### config.mk
export PLATFORM = sky130hd
export DESIGN_NAME = field_sync_monitor_flat
export DESIGN_NICKNAME = d
export VERILOG_FILES = /design/src/rtl/field_sync_monitor_pkg.sv /design/src/rtl/field_sync_monitor_if.sv /design/src/rtl/field_sync_monitor_toggle_sync_edge.sv /design/src/rtl/field_sync_monitor.sv /design/src/flat_wrapper.sv
export SDC_FILE = /design/constraint.sdc
export NUM_CORES = 1
export LEC_CHECK = 0
export CAP_MARGIN = 0
export CORE_MARGIN = 5
export CORE_UTILIZATION = 60
export DETAILED_ROUTE_END_ITERATION = 8
export GPL_ROUTABILITY_DRIVEN = 0
export PLACE_DENSITY = 0.86
export SYNTH_ARGS = -nofsm -noshare
export SYNTH_HDL_FRONTEND = slang
export SYNTH_SLANG_ARGS = --single-unit
### constraint.sdc
create_clock -name clk -period 6.2 [get_ports clk]
set_input_delay 1.24 -clock clk [delete_from_list [all_inputs] [get_ports clk]]
set_output_delay 1.24 -clock clk [all_outputs]
set_load 0.05 [all_outputs]
### src/rtl/field_sync_monitor_pkg.sv
// Shared constants for the field/VSYNC diagnostic monitor.
//   CNT_W_DEF   : default width of the counters and the delta.
//   NUM_EVT_DEF : default number of latched event inputs.
//   EVT_*       : bit positions of the event inputs as wired in the top level.
package field_sync_monitor_pkg;

    localparam int CNT_W_DEF   = 16;
    localparam int NUM_EVT_DEF = 4;

    localparam int EVT_LOCK_LOST   = 0;
    localparam int EVT_RESYNC      = 1;
    localparam int EVT_FRAME_MISS  = 2;
    localparam int EVT_MARKER_MISS = 3;

endpackage

### src/rtl/field_sync_monitor_if.sv
// Bus bundle between the monitor and its environment.
//   master : drives src_toggle, dst_toggle_async, evt_level, stat_clear;
//            observes the counters, delta statistics, event flags and slip count.
//   slave  : the monitor side of the same signals.
interface field_sync_monitor_if
    import field_sync_monitor_pkg::*;
#(
    parameter int CNT_W   = CNT_W_DEF,
    parameter int NUM_EVT = NUM_EVT_DEF
);
    logic               src_toggle;
    logic               dst_toggle_async;
    logic [NUM_EVT-1:0] evt_level;
    logic               stat_clear;

    logic [CNT_W-1:0]   src_cnt;
    logic [CNT_W-1:0]   dst_cnt;
    logic [CNT_W-1:0]   delta;
    logic [CNT_W-1:0]   delta_min;
    logic [CNT_W-1:0]   delta_max;
    logic [NUM_EVT-1:0] evt_live;
    logic [NUM_EVT-1:0] evt_snap;
    logic               window_done;
    logic [CNT_W-1:0]   slip_cnt;

    modport master (
        output src_toggle, dst_toggle_async, evt_level, stat_clear,
        input  src_cnt, dst_cnt, delta, delta_min, delta_max,
               evt_live, evt_snap, window_done, slip_cnt
    );

    modport slave (
        input  src_toggle, dst_toggle_async, evt_level, stat_clear,
        output src_cnt, dst_cnt, delta, delta_min, delta_max,
               evt_live, evt_snap, window_done, slip_cnt
    );

endinterface

### src/rtl/field_sync_monitor_toggle_sync_edge.sv
// Synchronises a toggle from a foreign clock domain and emits a one-cycle
// pulse per toggle edge.
//   clk    : local clock.
//   resetn : asynchronous active-low reset.
//   tog_i  : asynchronous toggle input.
//   edge_o : one-cycle pulse, high in the cycle a synchronised edge is seen.
module field_sync_monitor_toggle_sync_edge #(
    parameter int STAGES = 2
) (
    input  logic clk,
    input  logic resetn,
    input  logic tog_i,
    output logic edge_o
);
    localparam int FILL_W = $clog2(STAGES + 1);

    logic [STAGES-1:0] sync_q;
    logic              prev_q;
    logic [FILL_W-1:0] fill_q;
    logic              armed_q;

    // Arming waits until the chain and prev_q both hold post-reset samples,
    // so the reset-zero to live-level transition is never taken as an edge.
    always_ff @(posedge clk or negedge resetn) begin
        if (!resetn) begin
            sync_q  <= '0;
            prev_q  <= 1'b0;
            fill_q  <= '0;
            armed_q <= 1'b0;
        end else begin
            sync_q <= {sync_q[STAGES-2:0], tog_i};
            prev_q <= sync_q[STAGES-1];
            if (!armed_q) begin
                if (fill_q == FILL_W'(STAGES)) begin
                    armed_q <= 1'b1;
                end else begin
                    fill_q <= fill_q + FILL_W'(1);
                end
            end
        end
    end

    assign edge_o = armed_q & (sync_q[STAGES-1] ^ prev_q);

endmodule

### src/rtl/field_sync_monitor.sv
// Field-start versus output-VSYNC monitor in the cam1_pclk domain.
// Counts local field toggles and synchronised VSYNC toggles, tracks their
// modular difference with boundary-sampled min/max and slip detection, and
// latches event levels into per-window sticky flags with a boundary snapshot.
//   clk    : monitor clock.
//   resetn : asynchronous active-low reset.
//   bus    : slave side of field_sync_monitor_if (toggles, events, clear in;
//            counters, delta statistics, event flags, window_done, slip_cnt out).
module field_sync_monitor
    import field_sync_monitor_pkg::*;
#(
    parameter int CNT_W       = CNT_W_DEF,
    parameter int NUM_EVT     = NUM_EVT_DEF,
    parameter int SYNC_STAGES = 2,
    parameter int SLIP_THRESH = 1
) (
    input  logic                 clk,
    input  logic                 resetn,
    field_sync_monitor_if.slave  bus
);
    logic                      src_d_q, src_armed_q;
    logic                      src_edge, dst_edge;
    logic [CNT_W-1:0]          src_cnt_q, src_cnt_d, dst_cnt_q, dst_cnt_d;
    logic [CNT_W-1:0]          slip_q, slip_d;
    logic signed [CNT_W-1:0]   delta_q, delta_d, dmin_q, dmin_d, dmax_q, dmax_d;
    logic signed [CNT_W-1:0]   dref_q, dref_d;
    logic                      first_q, first_d, wd_q;
    logic [NUM_EVT-1:0]        live_q, live_d, snap_q, snap_d;

    // |cur - ref_v| >= SLIP_THRESH, evaluated one bit wider so the difference
    // of two extreme signed values cannot overflow.
    function automatic logic slip_hit(input logic signed [CNT_W-1:0] cur,
                                      input logic signed [CNT_W-1:0] ref_v);
        logic signed [CNT_W:0] diff;
        diff = {cur[CNT_W-1], cur} - {ref_v[CNT_W-1], ref_v};
        if (diff[CNT_W]) diff = -diff;
        return (diff >= (CNT_W+1)'(SLIP_THRESH));
    endfunction

    function automatic logic [CNT_W-1:0] sat_inc(input logic [CNT_W-1:0] v);
        return (&v) ? v : v + CNT_W'(1);
    endfunction

    field_sync_monitor_toggle_sync_edge #(
        .STAGES (SYNC_STAGES)
    ) u_dst_sync (
        .clk    (clk),
        .resetn (resetn),
        .tog_i  (bus.dst_toggle_async),
        .edge_o (dst_edge)
    );

    // src_armed_q blocks the first cycle, so a level present at reset
    // release is never counted.
    assign src_edge = src_armed_q & (bus.src_toggle ^ src_d_q);

    always_comb begin
        src_cnt_d = src_cnt_q;
        dst_cnt_d = dst_cnt_q;
        delta_d   = src_cnt_q - dst_cnt_q;
        dmin_d    = dmin_q;
        dmax_d    = dmax_q;
        dref_d    = dref_q;
        first_d   = first_q;
        slip_d    = slip_q;
        live_d    = live_q | bus.evt_level;
        snap_d    = snap_q;

        if (src_edge) src_cnt_d = src_cnt_q + CNT_W'(1);
        if (dst_edge) dst_cnt_d = dst_cnt_q + CNT_W'(1);

        if (dst_edge) begin
            snap_d = live_q | bus.evt_level;
            live_d = bus.evt_level;
            if (first_q) begin
                dmin_d  = delta_q;
                dmax_d  = delta_q;
                dref_d  = delta_q;
                first_d = 1'b0;
            end else begin
                if (delta_q < dmin_q) dmin_d = delta_q;
                if (delta_q > dmax_q) dmax_d = delta_q;
                if (slip_hit(delta_q, dref_q)) slip_d = sat_inc(slip_q);
                dref_d = delta_q;
            end
        end

        // A clear overrides the boundary's statistics update; the window
        // still rolls over so the current event level is kept.
        if (bus.stat_clear) begin
            slip_d  = '0;
            snap_d  = '0;
            first_d = 1'b1;
            dmin_d  = dmin_q;
            dmax_d  = dmax_q;
            dref_d  = dref_q;
            live_d  = dst_edge ? bus.evt_level : '0;
        end
    end

    always_ff @(posedge clk or negedge resetn) begin
        if (!resetn) begin
            src_d_q     <= 1'b0;
            src_armed_q <= 1'b0;
            src_cnt_q   <= '0;
            dst_cnt_q   <= '0;
            delta_q     <= '0;
            dmin_q      <= '0;
            dmax_q      <= '0;
            dref_q      <= '0;
            first_q     <= 1'b1;
            slip_q      <= '0;
            live_q      <= '0;
            snap_q      <= '0;
            wd_q        <= 1'b0;
        end else begin
            src_d_q     <= bus.src_toggle;
            src_armed_q <= 1'b1;
            src_cnt_q   <= src_cnt_d;
            dst_cnt_q   <= dst_cnt_d;
            delta_q     <= delta_d;
            dmin_q      <= dmin_d;
            dmax_q      <= dmax_d;
            dref_q      <= dref_d;
            first_q     <= first_d;
            slip_q      <= slip_d;
            live_q      <= live_d;
            snap_q      <= snap_d;
            wd_q        <= dst_edge;
        end
    end

    assign bus.src_cnt     = src_cnt_q;
    assign bus.dst_cnt     = dst_cnt_q;
    assign bus.delta       = delta_q;
    assign bus.delta_min   = dmin_q;
    assign bus.delta_max   = dmax_q;
    assign bus.evt_live    = live_q;
    assign bus.evt_snap    = snap_q;
    assign bus.window_done = wd_q;
    assign bus.slip_cnt    = slip_q;

endmodule

### src/flat_wrapper.sv
// flat-port wrapper written by rule: the top's interface ports become plain ports
module field_sync_monitor_flat import field_sync_monitor_pkg::*;
#(
    parameter int CNT_W       = CNT_W_DEF,
    parameter int NUM_EVT     = NUM_EVT_DEF,
    parameter int SYNC_STAGES = 2,
    parameter int SLIP_THRESH = 1
)
  (clk, resetn, bus_src_toggle, bus_dst_toggle_async, bus_evt_level, bus_stat_clear, bus_src_cnt, bus_dst_cnt, bus_delta, bus_delta_min, bus_delta_max, bus_evt_live, bus_evt_snap, bus_window_done, bus_slip_cnt);
  field_sync_monitor_if #(.CNT_W(CNT_W), .NUM_EVT(NUM_EVT)) bus_i ();
  input  logic clk;
  input  logic resetn;
  input wire logic [$bits(bus_i.src_toggle)-1:0] bus_src_toggle;
  input wire logic [$bits(bus_i.dst_toggle_async)-1:0] bus_dst_toggle_async;
  input wire logic [$bits(bus_i.evt_level)-1:0] bus_evt_level;
  input wire logic [$bits(bus_i.stat_clear)-1:0] bus_stat_clear;
  output wire logic [$bits(bus_i.src_cnt)-1:0] bus_src_cnt;
  output wire logic [$bits(bus_i.dst_cnt)-1:0] bus_dst_cnt;
  output wire logic [$bits(bus_i.delta)-1:0] bus_delta;
  output wire logic [$bits(bus_i.delta_min)-1:0] bus_delta_min;
  output wire logic [$bits(bus_i.delta_max)-1:0] bus_delta_max;
  output wire logic [$bits(bus_i.evt_live)-1:0] bus_evt_live;
  output wire logic [$bits(bus_i.evt_snap)-1:0] bus_evt_snap;
  output wire logic [$bits(bus_i.window_done)-1:0] bus_window_done;
  output wire logic [$bits(bus_i.slip_cnt)-1:0] bus_slip_cnt;
  assign bus_i.src_toggle = bus_src_toggle;
  assign bus_i.dst_toggle_async = bus_dst_toggle_async;
  assign bus_i.evt_level = bus_evt_level;
  assign bus_i.stat_clear = bus_stat_clear;
  assign bus_src_cnt = bus_i.src_cnt;
  assign bus_dst_cnt = bus_i.dst_cnt;
  assign bus_delta = bus_i.delta;
  assign bus_delta_min = bus_i.delta_min;
  assign bus_delta_max = bus_i.delta_max;
  assign bus_evt_live = bus_i.evt_live;
  assign bus_evt_snap = bus_i.evt_snap;
  assign bus_window_done = bus_i.window_done;
  assign bus_slip_cnt = bus_i.slip_cnt;
  field_sync_monitor #(.CNT_W(CNT_W), .NUM_EVT(NUM_EVT), .SYNC_STAGES(SYNC_STAGES), .SLIP_THRESH(SLIP_THRESH)) u_core (.clk(clk), .resetn(resetn), .bus(bus_i));
endmodule
=== After elaboration in Yosys (flattened, before gate mapping) ===
Cells that the tools add are included.

* $add $sub $neg: 7
* Magnitude comparators: 3
* Eq/ne operators: 3
* Muxes and demuxes: 21
* Bitwise logic cells: 8
* Reduce and logical (&&, ||, !) cells: 10

{| class="wikitable"
|+ Operators by type and width
! kind !! count
|-
| 16-bit 2-to-1 mux || 9
|-
| 17-bit 2-to-1 mux || 3
|-
| 16-bit by 1-bit adder with 16-bit output (second input constant) || 3
|-
| 4-bit 2-to-1 mux || 5
|-
| 17-bit by 2-bit >= comparator with 1-bit output (second input constant) || 1
|-
| 17-bit negator || 1
|-
| 16-bit by 16-bit subtractor with 17-bit output || 1
|-
| 16-bit > comparator || 1
|-
| 16-bit less-than comparator || 1
|-
| 16-bit AND reduction || 1
|-
| 16-bit subtractor || 1
|-
| 2-bit nonzero test || 4
|-
| 3-bit AND reduction || 2
|-
| 1-bit 2-to-1 mux || 4
|-
| 2-bit inequality test (second input constant) || 2
|-
| 4-bit bitwise OR || 1
|-
| 2-bit AND reduction || 2
|-
| 4-bit AND reduction || 1
|-
| 1-bit NOT || 3
|-
| 2-bit by 1-bit adder with 2-bit output (second input constant) || 1
|-
| 1-bit AND || 2
|-
| 2-bit == test (second input constant) || 1
|-
| 1-bit XOR || 2
|}

* Register bits after elaboration: 130
* Output and inout bits: 105

=== Logic depth before layout (Yosys ltp) ===
Gate-level depths: netlist (run 1).

* Depth after elaboration: 10
* Gate-level depth with buffers: 16

=== By module ===
A second synthesis (run 1) with hierarchy kept.

* Cell total of the unflattened synthesis: 835
* Area, all modules: 8226.6 sq um

{| class="wikitable"
|+ By module, submodules not included
! module !! times used !! cells each !! area an instance (sq um) !! sequential area each (sq um)
|-
| field_sync_monitor || 1 || 821 || 8008.9 || 3104.2
|-
| field_sync_monitor_toggle_sync_edge || 1 || 14 || 217.7 || 150.1
|}

=== Least setup slack after synthesis (run 1) ===
No wires, ideal clock.

* Path kind: flip-flop to flip-flop
* From: register u_core.delta_q[0] (netlist: u_core.bus.delta[0])
* To: register u_core.slip_q[3] (netlist: u_core.bus.slip_cnt[3])
* Library setup time: 125 ps
* Arrival time: 4178 ps
* Required time: 6075 ps
* Setup slack: 1897 ps
* Stages on the path, launching flop included: 16
* Path buffers: 1
* Period minus slack after synthesis: 4303 ps
* Cells stage by stage: dfrtp_1 > inv_1 > ha_1 > fa_1 > nand2b_1 > a21oi_1 > o21a_1 > a21o_1 > nand3_1 > or2_2 > o31a_1 > or3_4 > a2111oi_4 > buf_6 > nor3_2 > mux2_4

* Longest elaborated chain between the ends: 8

{| class="wikitable"
|+ RTL lines
! what !! line !! RTL
|-
| start, declared || field_sync_monitor.sv:25 || <nowiki>logic signed [CNT_W-1:0] delta_q, delta_d, dmin_q, dmin_d, dmax_q, dmax_d;</nowiki>
|-
| start signal, assigned || field_sync_monitor.sv:121 || <nowiki>delta_q <= delta_d;</nowiki>
|-
| 16-bit by 16-bit subtractor with 17-bit output (*) || field_sync_monitor.sv:35 || <nowiki>diff = {cur[CNT_W-1], cur} - {ref_v[CNT_W-1], ref_v};</nowiki>
|-
| 17-bit negator || field_sync_monitor.sv:36 || <nowiki>if (diff[CNT_W]) diff = -diff;</nowiki>
|-
| 17-bit 2-to-1 mux (*) || field_sync_monitor.sv:36 ||
|-
| 17-bit 2-to-1 mux (*) || field_sync_monitor.sv:75 || <nowiki>if (first_q) begin</nowiki>
|-
| 17-bit 2-to-1 mux (*) || field_sync_monitor.sv:72 || <nowiki>if (dst_edge) begin</nowiki>
|-
| 17-bit by 2-bit >= comparator with 1-bit output (*) || field_sync_monitor.sv:37 || <nowiki>return (diff >= (CNT_W+1)'(SLIP_THRESH));</nowiki>
|-
| 2-bit nonzero test (no source line) (*) || -- ||
|-
| 4-bit AND reduction (no source line) (*) || -- ||
|-
| end signal, assigned || field_sync_monitor.sv:126 || <nowiki>slip_q <= slip_d;</nowiki>
|-
| end, declared || field_sync_monitor.sv:24 || <nowiki>logic [CNT_W-1:0] slip_q, slip_d;</nowiki>
|}

Every way passes the cells marked *; elsewhere a longest branch is shown, timed or not. The select of a mux whose other input is x is not followed.
A chain may end at the register's enable or synchronous reset.

=== Final worst setup path (run 1) ===
* From: register u_core.delta_q[0] (netlist: u_core.bus.delta[0])
* To: register u_core.slip_q[9] (netlist: u_core.bus.slip_cnt[9])

The elaborated chain is that of the path after synthesis.

==> impl_metrics.toml, run 1 <==
[drt]
dr_total_vias = 6798
drtPass1Iterations = 7
ant_nets = 0
vias_per_cell = 5.93
drtIter0Drc = 403
post_drt_wl_per_cell_um = 17.7
wl_um = 20300
route.detailed.drc = 0

[cts]
cts_buffers = 17
clockRootBuffer = "clkbuf_16"
hold_buffers = 0
cts_tree = "done"
cts_resized = 0
worstSkewPairLatency_ns = 0.43
htreeDepth = 4
clock-sinks = 130
cts_setup_buffers = 0
clock_path_buffers = 2
path_clk_slew_ns = 0.06

[floorplan]
num_rows = 42
dieHeight_um = 127
initial_core_util_pct = 61.9
die_w_um = 127
coreArea_um2 = 13300
io_pins = 114
die_area_um2 = 16200

[timing]
fin_crit_ns = 4.85
fin_setup_tns_ns = 0
final-hold-violation-count = 0
slew_headroom_pct = 29.1
skew_ns = 0.00778
drv_slew = 0
tightest_slew_ns = 1.06
fmax_mhz = 206
fin_crit_sh_pct = 78.3
setup-violations-final = 0
rsz0062_at_grt = "no"
holdWs_ns = 0.353

[synth]
yosys.area.top_type = "dfrtp_1"
yosysWarnings = 0
synth_commonest_cells = "dfrtp_1, inv_1, ha_1, nand2_1, nor2_1"
synthTopCellsByArea = "dfrtp_1, ha_1, mux2_2, xnor2_1, inv_1"
avgSynthCellArea_um2 = 9.75
synth_top_flop_cell = "dfrtp_1"
seq_area_frac_synth_pct = 39.4
synth.most_common_cell = "dfrtp_1"
ys_async_sr_fraction_pct = 100
synthCells = 847
ys_ff_latch = 130
syn_nets = 925
synth_top_area_share_pct = 39.1
netlist_area_um2 = 8260
synth_edf_count = 0
yosysUniqueCellTypes = 85

[finish]
area_growth_pct = 22.3
fin_nets = 1037
fin_cells = 1147
antenna_cells = 0
drive_gt1_share_pct = 11.6
post-route-util_pct = 75.7

[worst_hold_path]
min_path_type = "reg2reg"

[grt]
grt_pass1_wl_um = 34100
grt_max_degree = 75
grt_overflow = 0
grt_pass1_vias = 6973
track_usage_pct = 26.1
grt_antenna_before_repair = 0

[critical_path]
critPathKind = "reg2reg"
crit_arrival_ns = 5.16
worst_setup_path_start_kind = "flip-flop"
cp_max_fo = 12
cp.required_ns = 6.51
end_kind = "flip-flop"

[placed_design]
port_buffers = 113
dp.cells = 1116
dp_hpwl_um = 14300

[status]
outcome = "finished, final reports clean"

[run]
drv_cap = 0
## critical path, cell delays in order (launching register included)
cell	delay [ns]
dfrtp_1	0.43
inv_1	0.10
ha_1	0.25
fa_1	0.43
nor2b_1	0.18
o2111ai_1	0.17
and2_1	0.23
a211oi_2	0.32
nand2_1	0.16
or2_2	0.37
o31a_1	0.31
or3_4	0.34
a2111oi_4	0.98
nor2_1	0.14
mux2_1	0.34
## worst paths after layout
| path | startpoint | end | slack, ns | cells after the start |
|---|---|---|---|---|
| hold reg to reg | u_core.u_dst_sync.sync_q[0]$_DFF_PN0_ | u_core.u_dst_sync.sync_q[1]$_DFF_PN0_ | 0.35 | 0 |
| min in group asynchronous | resetn | u_core.bus.slip_cnt[7]$_DFFE_PN0P_ | 0.89 | 1 |
| setup / recovery | u_core.bus.delta[0]$_DFF_PN0_ | u_core.bus.slip_cnt[9]$_DFFE_PN0P_ | 1.35 | 14 |
| max in group asynchronous | resetn | u_core.bus.delta_max[5]$_DFFE_PN0P_ | 3.90 | 2 |
| hold / removal | u_core.u_dst_sync.sync_q[0]$_DFF_PN0_ | u_core.u_dst_sync.sync_q[1]$_DFF_PN0_ | 0.35 | 0 |
| setup reg to reg | u_core.bus.delta[0]$_DFF_PN0_ | u_core.bus.slip_cnt[9]$_DFFE_PN0P_ | 1.35 | 14 |
## layout make-up
class / instances / area (um2)
Multi-Input combinational cell: 608 / 4560
Timing Repair Buffer: 119 / 1170
Clock inverter: 12 / 131
Clock buffer: 19 / 453
Tap cell: 176 / 220
Fill cell: 898 / 3250
Sequential cell: 130 / 3250
Inverter: 83 / 312
## registers in the layout, indices dropped and copies added, names as in the netlist
| signal | count |
|---|---|
| u_core.bus.delta | 16 |
| u_core.bus.delta_max | 16 |
| u_core.bus.delta_min | 16 |
| u_core.bus.dst_cnt | 16 |
| u_core.bus.evt_live | 4 |
| u_core.bus.evt_snap | 4 |
| u_core.bus.slip_cnt | 16 |
| u_core.bus.src_cnt | 16 |
| u_core.bus.window_done | 1 |
| u_core.dref_q | 16 |
| u_core.first_q | 1 |
| u_core.src_armed_q | 1 |
| u_core.src_d_q | 1 |
| u_core.u_dst_sync.armed_q | 1 |
| u_core.u_dst_sync.fill_q | 2 |
| u_core.u_dst_sync.prev_q | 1 |
| u_core.u_dst_sync.sync_q | 2 |
## through the flow
step | setup slack (ns) | instance area [um2]
2_1_floorplan | 1.90 | 8260
3_3_place_gp | 1.49 | 9520
3_5_place_dp | 1.41 | 9520
4_1_cts | 1.40 | 10100
5_1_grt | 1.01 | 10100
6_report | 1.35 | 10100
## logic make-up after synthesis
group           count (synthesis)  synth area share [%]
compound gates                178                  15.6
xor+xnor                       50                  5.30
fa+ha+maj                      69                  10.6
buf+inv                       109                  5.41
flops                         130                  39.4
mux                            48                  6.91
other cells                     1                0.0454
simple gates                  262                  16.7
## layout by cell type (no fill, tap or decap), types with 9 or more instances in the layout
cell	n
nand2b_1	9
mux2_4	10
nor2_1	62
nor2b_1	17
o21a_1	10
nand3_1	21
nand4_1	16
ha_1	67
mux2_2	31
a21o_1	20
inv_1	82
xnor2_1	38
clkbuf_16	17
dfrtp_1	129
nand2_1	62
nor3_1	16
clkdlybuf4s50_1	112
xor2_1	12
o21ai_0	39
a21oi_1	44
## metal layers
| layer | vias to the layer above | routed length, um | global-route usage, % | part of all wire (%) |
|---|---|---|---|---|
| li1 | 3223 | - | - | - |
| met1 | 3313 | 8650 | 33.1 | 43 |
| met2 | 207 | 10100 | 43.6 | 50 |
| met3 | 55 | 1010 | 6.93 | 5.0 |
| met4 | 0 | 549 | 9.02 | 2.7 |
| met5 | - | 0 | 0 | 0 |
Power of run 1 is left out: the tool's default activity adds up to more than one toggle a clock period on the data nets, which glitch-free logic cannot reach.
==> inputs of run 2 (changes only) <==
--- a/config.mk
+++ b/config.mk
@@ -7,10 +7,10 @@
 export LEC_CHECK = 0
 export CAP_MARGIN = 0
 export CORE_MARGIN = 5
-export CORE_UTILIZATION = 60
+export CORE_UTILIZATION = 56
 export DETAILED_ROUTE_END_ITERATION = 8
 export GPL_ROUTABILITY_DRIVEN = 0
-export PLACE_DENSITY = 0.86
+export PLACE_DENSITY = 0.81
 export SYNTH_ARGS = -nofsm -noshare
 export SYNTH_HDL_FRONTEND = slang
 export SYNTH_SLANG_ARGS = --single-unit
==> constraint.sdc (replaced) <==
create_clock -name clk -period 4.53 [get_ports clk]
set_input_delay 0.906 -clock clk [delete_from_list [all_inputs] [get_ports clk]]
set_output_delay 0.906 -clock clk [all_outputs]
set_load 0.05 [all_outputs]
==> run 2 against run 1 <==
Count of clock-buffer cells in the layout is 2 lower. Critical path depth is 1 lower. Maximum frequency up 12%. Highest routed layer unchanged.
==> impl_metrics.toml, run 2 (same netlist as run 1, synthesis figures left out) <==
[grt]
track_usage_pct = 24.3
grt_antenna_before_repair = 0
grt_pass1_wl_um = 34700
grt_max_degree = 123
grt_pass1_vias = 6940
grt_overflow = 0

[timing]
setup-violations-final = 0
rsz0062_at_grt = "no"
fin_crit_sh_pct = 95.6
fin_setup_tns_ns = 0
drv_slew = 0
fin_crit_ns = 4.33
fmax_mhz = 231
skew_ns = 0.0114
final-hold-violation-count = 0
slew_headroom_pct = 42.6
tightest_slew_ns = 0.853

[drt]
dr_total_vias = 6820
drtPass1Iterations = 5
post_drt_wl_per_cell_um = 17.7
drtIter0Drc = 471
vias_per_cell = 5.84
ant_nets = 0
route.detailed.drc = 0
wl_um = 20700

[status]
outcome = "finished, final reports clean"

[finish]
fin_nets = 1050
n_fill_cell = 1047
register_area_um2 = 3250
area_growth_pct = 24.1
mostFrequentLayoutCell = "dfrtp_1"
antenna_cells = 0
final_cell_mix = "dfrtp_1, clkdlybuf4s50_1, inv_1, ha_1, nand2_1"
multi_input_area_um2 = 4560
drive_gt1_share_pct = 13.0

[critical_path]
critPathKind = "reg2reg"
cp.required_ns = 4.83
end_kind = "flip-flop"
crit_arrival_ns = 4.64
cp_max_fo = 20
rrSetupSlack_ns = 0.20
worst_setup_path_start_kind = "flip-flop"
r2r_end = "u_core.bus.slip_cnt[5]$_DFFE_PN0P_"
reg2reg_depth = 13
timing.rr.start = "u_core.bus.delta[6]$_DFF_PN0_"

[floorplan]
dieHeight_um = 131
coreArea_um2 = 14500
die_area_um2 = 17300
io_pins = 114
num_rows = 44
initial_core_util_pct = 57.0
die_w_um = 131

[cts]
path_clk_slew_ns = 0.06
htreeDepth = 4
cts_buffers = 17
clockRootBuffer = "clkbuf_16"
clock-sinks = 130
worstSkewPairLatency_ns = 0.42
cts_tree = "done"
hold_buffers = 0
clock_path_buffers = 2

[placed_design]
port_buffers = 113
dp_hpwl_um = 14500

[worst_hold_path]
min_path_type = "in2async"

[run]
drv_cap = 0
## run 2: repair_timing
item,in CTS,in global routing
buffers inserted,0,0
gates resized for setup,0,1
hold endpoints to repair,0,0
endpoints found under the setup margin,0,9
## run 2: critical path, stage by stage, from the launching register on
cell and delay, ns:
dfrtp_1 0.47, ha_1 0.45, a21o_1 0.26, or3_1 0.35
o21a_1 0.24, o311ai_4 0.48, o2111ai_1 0.19, o41ai_1 0.46
xnor2_1 0.20, o31ai_2 0.12, a2111oi_4 0.27, buf_4 0.32
nor3_2 0.09, mux2_4 0.32
## run 2: metal layers
metal / global-route usage (%) / wire length, um
met5: 0 / 0
met4: 6.40 / 287
met3: 6.57 / 1100
met2: 40.9 / 10500
met1: 31.1 / 8870
## run 2: layout make-up
type	count	area share (%)
sequential	130	31.8
clock inverter	14	1.72
tap	184	2.25
timing repair buffer	132	12.5
multi-input combinational	608	44.5
inverter	83	3.04
clock buffer	17	4.15
## run 2: metrics by stage
stage,instance area (um2),std cells,setup slack (ns),utilization [%],hold slack [ns]
floorplan,8260,847,0.227,-,0.331
global placement,9640,1137,0.357,66.6,0.333
detailed placement,9640,1137,0.277,66.6,0.342
CTS,10200,1168,0.238,70.7,0.302
global route,10200,1168,0.00976,70.7,0.306
finish,10200,1168,0.197,70.7,0.309
## run 2: how the worst max path moves through the flow
stage                                       start                                 end  slack [ns]  depth (start not counted)
CTS                 u_core.bus.delta[6]$_DFF_PN0_  u_core.bus.slip_cnt[5]$_DFFE_PN0P_        0.24                         13
finish              u_core.bus.delta[6]$_DFF_PN0_  u_core.bus.slip_cnt[5]$_DFFE_PN0P_        0.20                         13
detailed placement  u_core.bus.delta[3]$_DFF_PN0_  u_core.bus.slip_cnt[5]$_DFFE_PN0P_        0.28                         13
global route        u_core.bus.delta[0]$_DFF_PN0_  u_core.bus.slip_cnt[9]$_DFFE_PN0P_        0.01                         15
global placement    u_core.bus.delta[3]$_DFF_PN0_  u_core.bus.slip_cnt[9]$_DFFE_PN0P_        0.36                         13
floorplan           u_core.bus.delta[0]$_DFF_PN0_  u_core.bus.slip_cnt[3]$_DFFE_PN0P_        0.23                         15
Power of run 2 is left out for the same reason.
